File: src/rtl/ddd_slave.sv
// ddd_slave: receive side of a 3D3444-style serial programming link.
//
// A master shifts 20-bit frames in on serial_clock/serial_out. A rising edge
// of adr_latch, at the end of its low pulse, commits the frame to the output
// registers. The frame is committed only if exactly 20 bits were received
// since the previous latch, timeout or reset. serial_in echoes the previous
// frame MSB-first as the new frame shifts in, so the master can verify it.
//
// Ports:
//   clock        in   system clock, rising edge
//   global_reset in   asynchronous active-high reset
//   serial_clock in   serial clock from the master (asynchronous to clock)
//   serial_out   in   serial data from the master
//   adr_latch    in   latch strobe, idle high, low pulse to latch
//   serial_in    out  readback bit (receive register bit 19, registered)
//   oe           out  latched output enables
//   delay_ch0..3 out  latched per-channel delay steps
//   latched      out  one-clock pulse when a frame is accepted
//   frame_err    out  sticky: last latch attempt did not have 20 bits
//   latch_cnt    out  number of accepted latches, wraps 255 -> 0
module ddd_slave #(
  parameter int IDLE_TMO = 16
) (
  input  logic       clock,
  input  logic       global_reset,
  input  logic       serial_clock,
  input  logic       serial_out,
  input  logic       adr_latch,
  output logic       serial_in,
  output logic [3:0] oe,
  output logic [3:0] delay_ch0,
  output logic [3:0] delay_ch1,
  output logic [3:0] delay_ch2,
  output logic [3:0] delay_ch3,
  output logic       latched,
  output logic       frame_err,
  output logic [7:0] latch_cnt
);

  localparam int TW = $clog2(IDLE_TMO + 1);

  typedef enum logic [1:0] {IDLE, SHIFT, LATCH} state_t;

  state_t        state, state_nxt;
  logic          sclk_p0, sclk_p1, sclk_p2;
  logic          sdo_p0, sdo_p1, sdo_p2;
  logic          adr_p0, adr_p1, adr_p2;
  logic [19:0]   rx;
  logic [19:0]   rx_eff;
  logic [4:0]    cnt;
  logic [4:0]    cnt_eff;
  logic [TW-1:0] tmr;
  logic          sclk_rise, adr_rise, tmo, frame_ok;

  // Edges are taken from synchronizer stage 2 against the delayed stage 3.
  assign sclk_rise = sclk_p1 & ~sclk_p2;
  assign adr_rise  = adr_p1 & ~adr_p2;
  assign tmo       = ~sclk_rise && (tmr == TW'(IDLE_TMO - 1));

  // Shift and count as they will be after this clock, so a serial_clock edge
  // coinciding with the latch edge is part of the frame being tested.
  assign rx_eff   = sclk_rise ? {rx[18:0], sdo_p1} : rx;
  assign cnt_eff  = sclk_rise ? ((cnt == 5'd31) ? 5'd31 : cnt + 5'd1)
                              : (tmo ? 5'd0 : cnt);
  assign frame_ok = adr_rise && (cnt_eff == 5'd20);

  always_comb begin
    state_nxt = state;
    case (state)
      IDLE: begin
        if (adr_rise)       state_nxt = LATCH;
        else if (sclk_rise) state_nxt = SHIFT;
      end
      SHIFT: begin
        if (adr_rise) state_nxt = LATCH;
        else if (tmo) state_nxt = IDLE;
      end
      LATCH:   state_nxt = IDLE;
      default: state_nxt = IDLE;
    endcase
  end

  // Synchronizer stages p0/p1/p2. The adr_latch chain resets to its idle-high
  // level so that releasing reset is not mistaken for the end of a latch pulse.
  always_ff @(posedge clock or posedge global_reset) begin
    if (global_reset) begin
      sclk_p0 <= 1'b0;
      sclk_p1 <= 1'b0;
      sclk_p2 <= 1'b0;
      sdo_p0  <= 1'b0;
      sdo_p1  <= 1'b0;
      sdo_p2  <= 1'b0;
      adr_p0  <= 1'b1;
      adr_p1  <= 1'b1;
      adr_p2  <= 1'b1;
    end else begin
      sclk_p0 <= serial_clock;
      sclk_p1 <= sclk_p0;
      sclk_p2 <= sclk_p1;
      sdo_p0  <= serial_out;
      sdo_p1  <= sdo_p0;
      sdo_p2  <= sdo_p1;
      adr_p0  <= adr_latch;
      adr_p1  <= adr_p0;
      adr_p2  <= adr_p1;
    end
  end

  // Receive path, bit counter and idle timer.
  always_ff @(posedge clock or posedge global_reset) begin
    if (global_reset) begin
      state     <= IDLE;
      rx        <= '0;
      serial_in <= 1'b0;
      cnt       <= '0;
      tmr       <= '0;
    end else begin
      state     <= state_nxt;
      rx        <= rx_eff;
      serial_in <= rx[19];
      cnt       <= adr_rise ? 5'd0 : cnt_eff;
      if (sclk_rise)
        tmr <= '0;
      else if (tmr != TW'(IDLE_TMO))
        tmr <= tmr + TW'(1);
    end
  end

  // Configuration outputs and latch status.
  always_ff @(posedge clock or posedge global_reset) begin
    if (global_reset) begin
      oe        <= '0;
      delay_ch0 <= '0;
      delay_ch1 <= '0;
      delay_ch2 <= '0;
      delay_ch3 <= '0;
      latched   <= 1'b0;
      frame_err <= 1'b0;
      latch_cnt <= '0;
    end else begin
      latched <= frame_ok;
      if (adr_rise)
        frame_err <= ~frame_ok;
      if (frame_ok) begin
        oe        <= rx_eff[19:16];
        delay_ch0 <= rx_eff[15:12];
        delay_ch1 <= rx_eff[11:8];
        delay_ch2 <= rx_eff[7:4];
        delay_ch3 <= rx_eff[3:0];
        latch_cnt <= latch_cnt + 8'd1;
      end
    end
  end

endmodule

File: config.mk
export PLATFORM = sky130hd
export DESIGN_NAME = ddd_slave
export DESIGN_NICKNAME = d
export VERILOG_FILES = /design/src/rtl/ddd_slave.sv
export SDC_FILE = /design/constraint.sdc
export NUM_CORES = 1
export LEC_CHECK = 0
export CORE_MARGIN = 1.5
export CORE_UTILIZATION = 40
export DETAILED_ROUTE_END_ITERATION = 12
export PLACE_DENSITY = 0.73
export SETUP_SLACK_MARGIN = 0.3
export SLEW_MARGIN = 20
export SYNTH_ARGS = -nofsm -noshare
export SYNTH_HDL_FRONTEND = slang
export SYNTH_SLANG_ARGS = --single-unit
File: constraint.sdc
create_clock -name clock -period 7.12 [get_ports clock]
set_input_delay 1.78 -clock clock [delete_from_list [all_inputs] [get_ports clock]]
set_output_delay 1.78 -clock clock [all_outputs]
set_load 0.01 [all_outputs]
==> results.cfg <==
[power]
powerDensity_nw_per_um2 = 232
seqPwrFrac_pct = 56.1
power.share.combinational_pct = 11.0
p_leak_uw = 0.00168
p_clk_share_pct = 32.9
power_uw = 805
switching_share_pct = 26.1
switching_power_uw = 210
p_int_uw = 595
vdd_ir_drop_max_mv = 0.170

[clock_tree]
hold_buffers = 0
clock_path_buffers = 2
cts_resized = 0
clk_pin_slew_ns = 0.06
root_buffer = clkbuf_8
cts_tree = built
clkSinkCount = 69
cts_max_level = 3
clkLatencyLatePin_ns = 0.34
cts_buffers = 9
cts_setup_buffers = 0

[sta]
worst_slew_pin_slew_ns = 0.962
final.min_clock_period_ns = 3.15
rsz0062_at_grt = false
hold_viol = 0
fmax_mhz = 317
max_slew_margin_pct = 35.9
period_share_pct = 44.2
skew_ns = 0.00928
setup_tns_ns = 0
drv_slew = 0
setup_violations = 0

[worst_setup_path]
critPathMaxFanout = 6
arrival_ns = 1.37
cp_top_family = buffers and inverters
crit_path_end_kind = primary output
cp.required_ns = 5.34
crit_buf_inv = 1
cpPeakStageDelay_ns = 0.58
worstPathCellList = clkdlybuf4s50_1
cp_slowest_cell = clkdlybuf4s50_1
start_kind = register
path_class = register to primary output

[logic_synthesis]
netlist_area_um2 = 2910
synth.distinct_cells = 39
synth_warnings = 0
synthCells = 244
syn-num-nets = 254
synth_seq_cells = 69
synth_area_per_cell_um2 = 11.9
ys_seq_area_share_pct = 59.5

[floorplanning]
dieArea_um2 = 7790
dieWidth_um = 88.2
start_util_pct = 42.1
core-area_um2 = 6910
die_y_um = 88.2
io_pins = 36
row_count = 30

[outcome]
status = finished, final reports clean

[flow_run]
max_cap_violations = 0

[finish]
n_fill_cell = 640
diodes = 0
final_common_cell = dfrtp_1
multiInputGateArea_um2 = 1070
seqCellArea_um2 = 1730
fin_nets = 291
layout_common_cells = dfrtp_1 (66), nand2_1 (64), clkdlybuf4s50_1 (35)
drive_gt1_share_pct = 15.4
area_growth_pct = 19.3

[placed_design]
gp_congestion = 0.760
io_buffers = 35
hpwl_um = 3200

[drt]
via_count = 1838
wl_per_cell_um = 13.0
viasPerCell = 4.82
drt_first_pass_iters = 4
ant_nets = 0
drt_iter0_drc = 147
wl_um = 4950
route.detailed.drc = 0

[global_routing]
grt-ovfl-total = 0
grt_pass1_vias = 1887
grt_max_degree = 70
antenna_found_initial = 0
grt_pass1_wl_um = 8710
grt_usage_pct = 14.8

[min_path]
hp-class = register to register
[power by group through the flow]
stage | registers (uW) | clock network (uW) | logic (uW)
after global placement | 457 | 0 | 86.4
after CTS | 452 | 275 | 90.7
after floorplan | 452 | 0 | 73.0
final | 452 | 265 | 88.7
after detailed placement | 459 | 0 | 89.9
after global routing | 458 | 291 | 105
[metrics by stage]
stage	utilization [%]	cell area, um2	cells	hold WS [ns]	setup WS (ns)
2_1_floorplan	-	2910	244	0.331	3.61
3_3_place_gp	47.9	3310	366	0.342	4.14
3_5_place_dp	47.9	3310	366	0.343	4.01
4_1_cts	50.2	3470	381	0.358	3.95
5_1_grt	50.2	3470	381	0.360	3.82
6_report	50.2	3470	381	0.356	3.97
[kinds of logic (layout without fill, tap and decap cells)]
kind of cell	after synthesis	count (layout)	synth area share (%)
xor gates and xnor gates	10	10	3.01
muxes	24	24	11.4
and+or+nand+nor	104	104	16.7
AOI/OAI and AO/OA	14	14	3.31
DFF	69	69	59.5
buffers and inverters	18	59	3.87
adders and majority gates	5	5	2.15
[cells in the mapped netlist (all sizes together)]
library cell   n  area (um2)
dfrtp         66        1650
nand2         64         240
mux2          21         300
nor2          10        53.8
nor3           8        40.0
inv            7        26.3
a21oi          6        30.0
clkbuf         6        22.5
xor2           6        52.6
buf            5        63.8
ha             5        62.6
nand4          5        31.3
nand3          4        20.0
xnor2          4        35.0
dfstp          3        78.8
mux2i          3        30.0
a311oi         2        17.5
and2           2        12.5
nand2b         2        12.5
nor4           2        18.8
o21ai          2        13.8
a2111oi        1        8.76
a211oi         1        7.51
a31o           1        8.76
and2b          1        7.51
and3           1        6.26
and3b          1        8.76
and4           1        11.3
nor2b          1        6.26
nor3b          1        7.51
o211a          1        10.0
or4b           1        10.0
[cell type report]
type                            instances  share of cell area (%)
Inverter                                7                   0.758
Clock inverter                          2                   0.289
Multi-Input combinational cell        157                    30.7
Clock buffer                           13                    4.29
Timing Repair Buffer                   37                    10.5
Tap cell                               96                    3.46
Sequential cell                        69                    49.9
[flip-flops by register name, indices dropped and copies added, names as in the netlist, 4 cells and up]
signal / cells
rx: 20
latch_cnt: 8
cnt: 5
tmr: 5
delay_ch0: 4
delay_ch1: 4
delay_ch2: 4
delay_ch3: 4
oe: 4
[per-layer routing]
metal | share of wire, % | global-route usage [%] | vias to the layer above | wire, um
met5 | 0 | 0 | - | 0
met2 | 46 | 21.9 | 50 | 2290
met3 | 4.0 | 5.88 | 9 | 199
met1 | 48 | 20.1 | 891 | 2370
li1 | - | - | 888 | -
met4 | 1.8 | 4.97 | 0 | 89
[worst reg2reg max path, cell delays in order, from the launching register on]
cell and delay [ns]:
dfrtp_1 0.38, nand2b_1 0.76, mux2i_1 0.23, or4b_1 0.72
nor2_8 0.47, mux2_2 0.42
[worst paths after layout]
path / from / to / slack, ns / depth (start not counted)
max: latch_cnt[0]$_DFFE_PP0P_ / latch_cnt[0] / 3.97 / 1
min: sdo_p0$_DFF_PP0_ / sdo_p1$_DFF_PP0_ / 0.36 / 0
max reg2reg: sclk_p2$_DFF_PP0_ / oe[0]$_DFFE_PP0P_ / 4.02 / 5
min reg2reg: sdo_p0$_DFF_PP0_ / sdo_p1$_DFF_PP0_ / 0.36 / 0
max in group asynchronous: global_reset / cnt[4]$_DFF_PP0_ / 4.58 / 3
min in group asynchronous: global_reset / cnt[3]$_DFF_PP0_ / 2.00 / 3
Note: power is estimated with default switching activity, not from simulation.
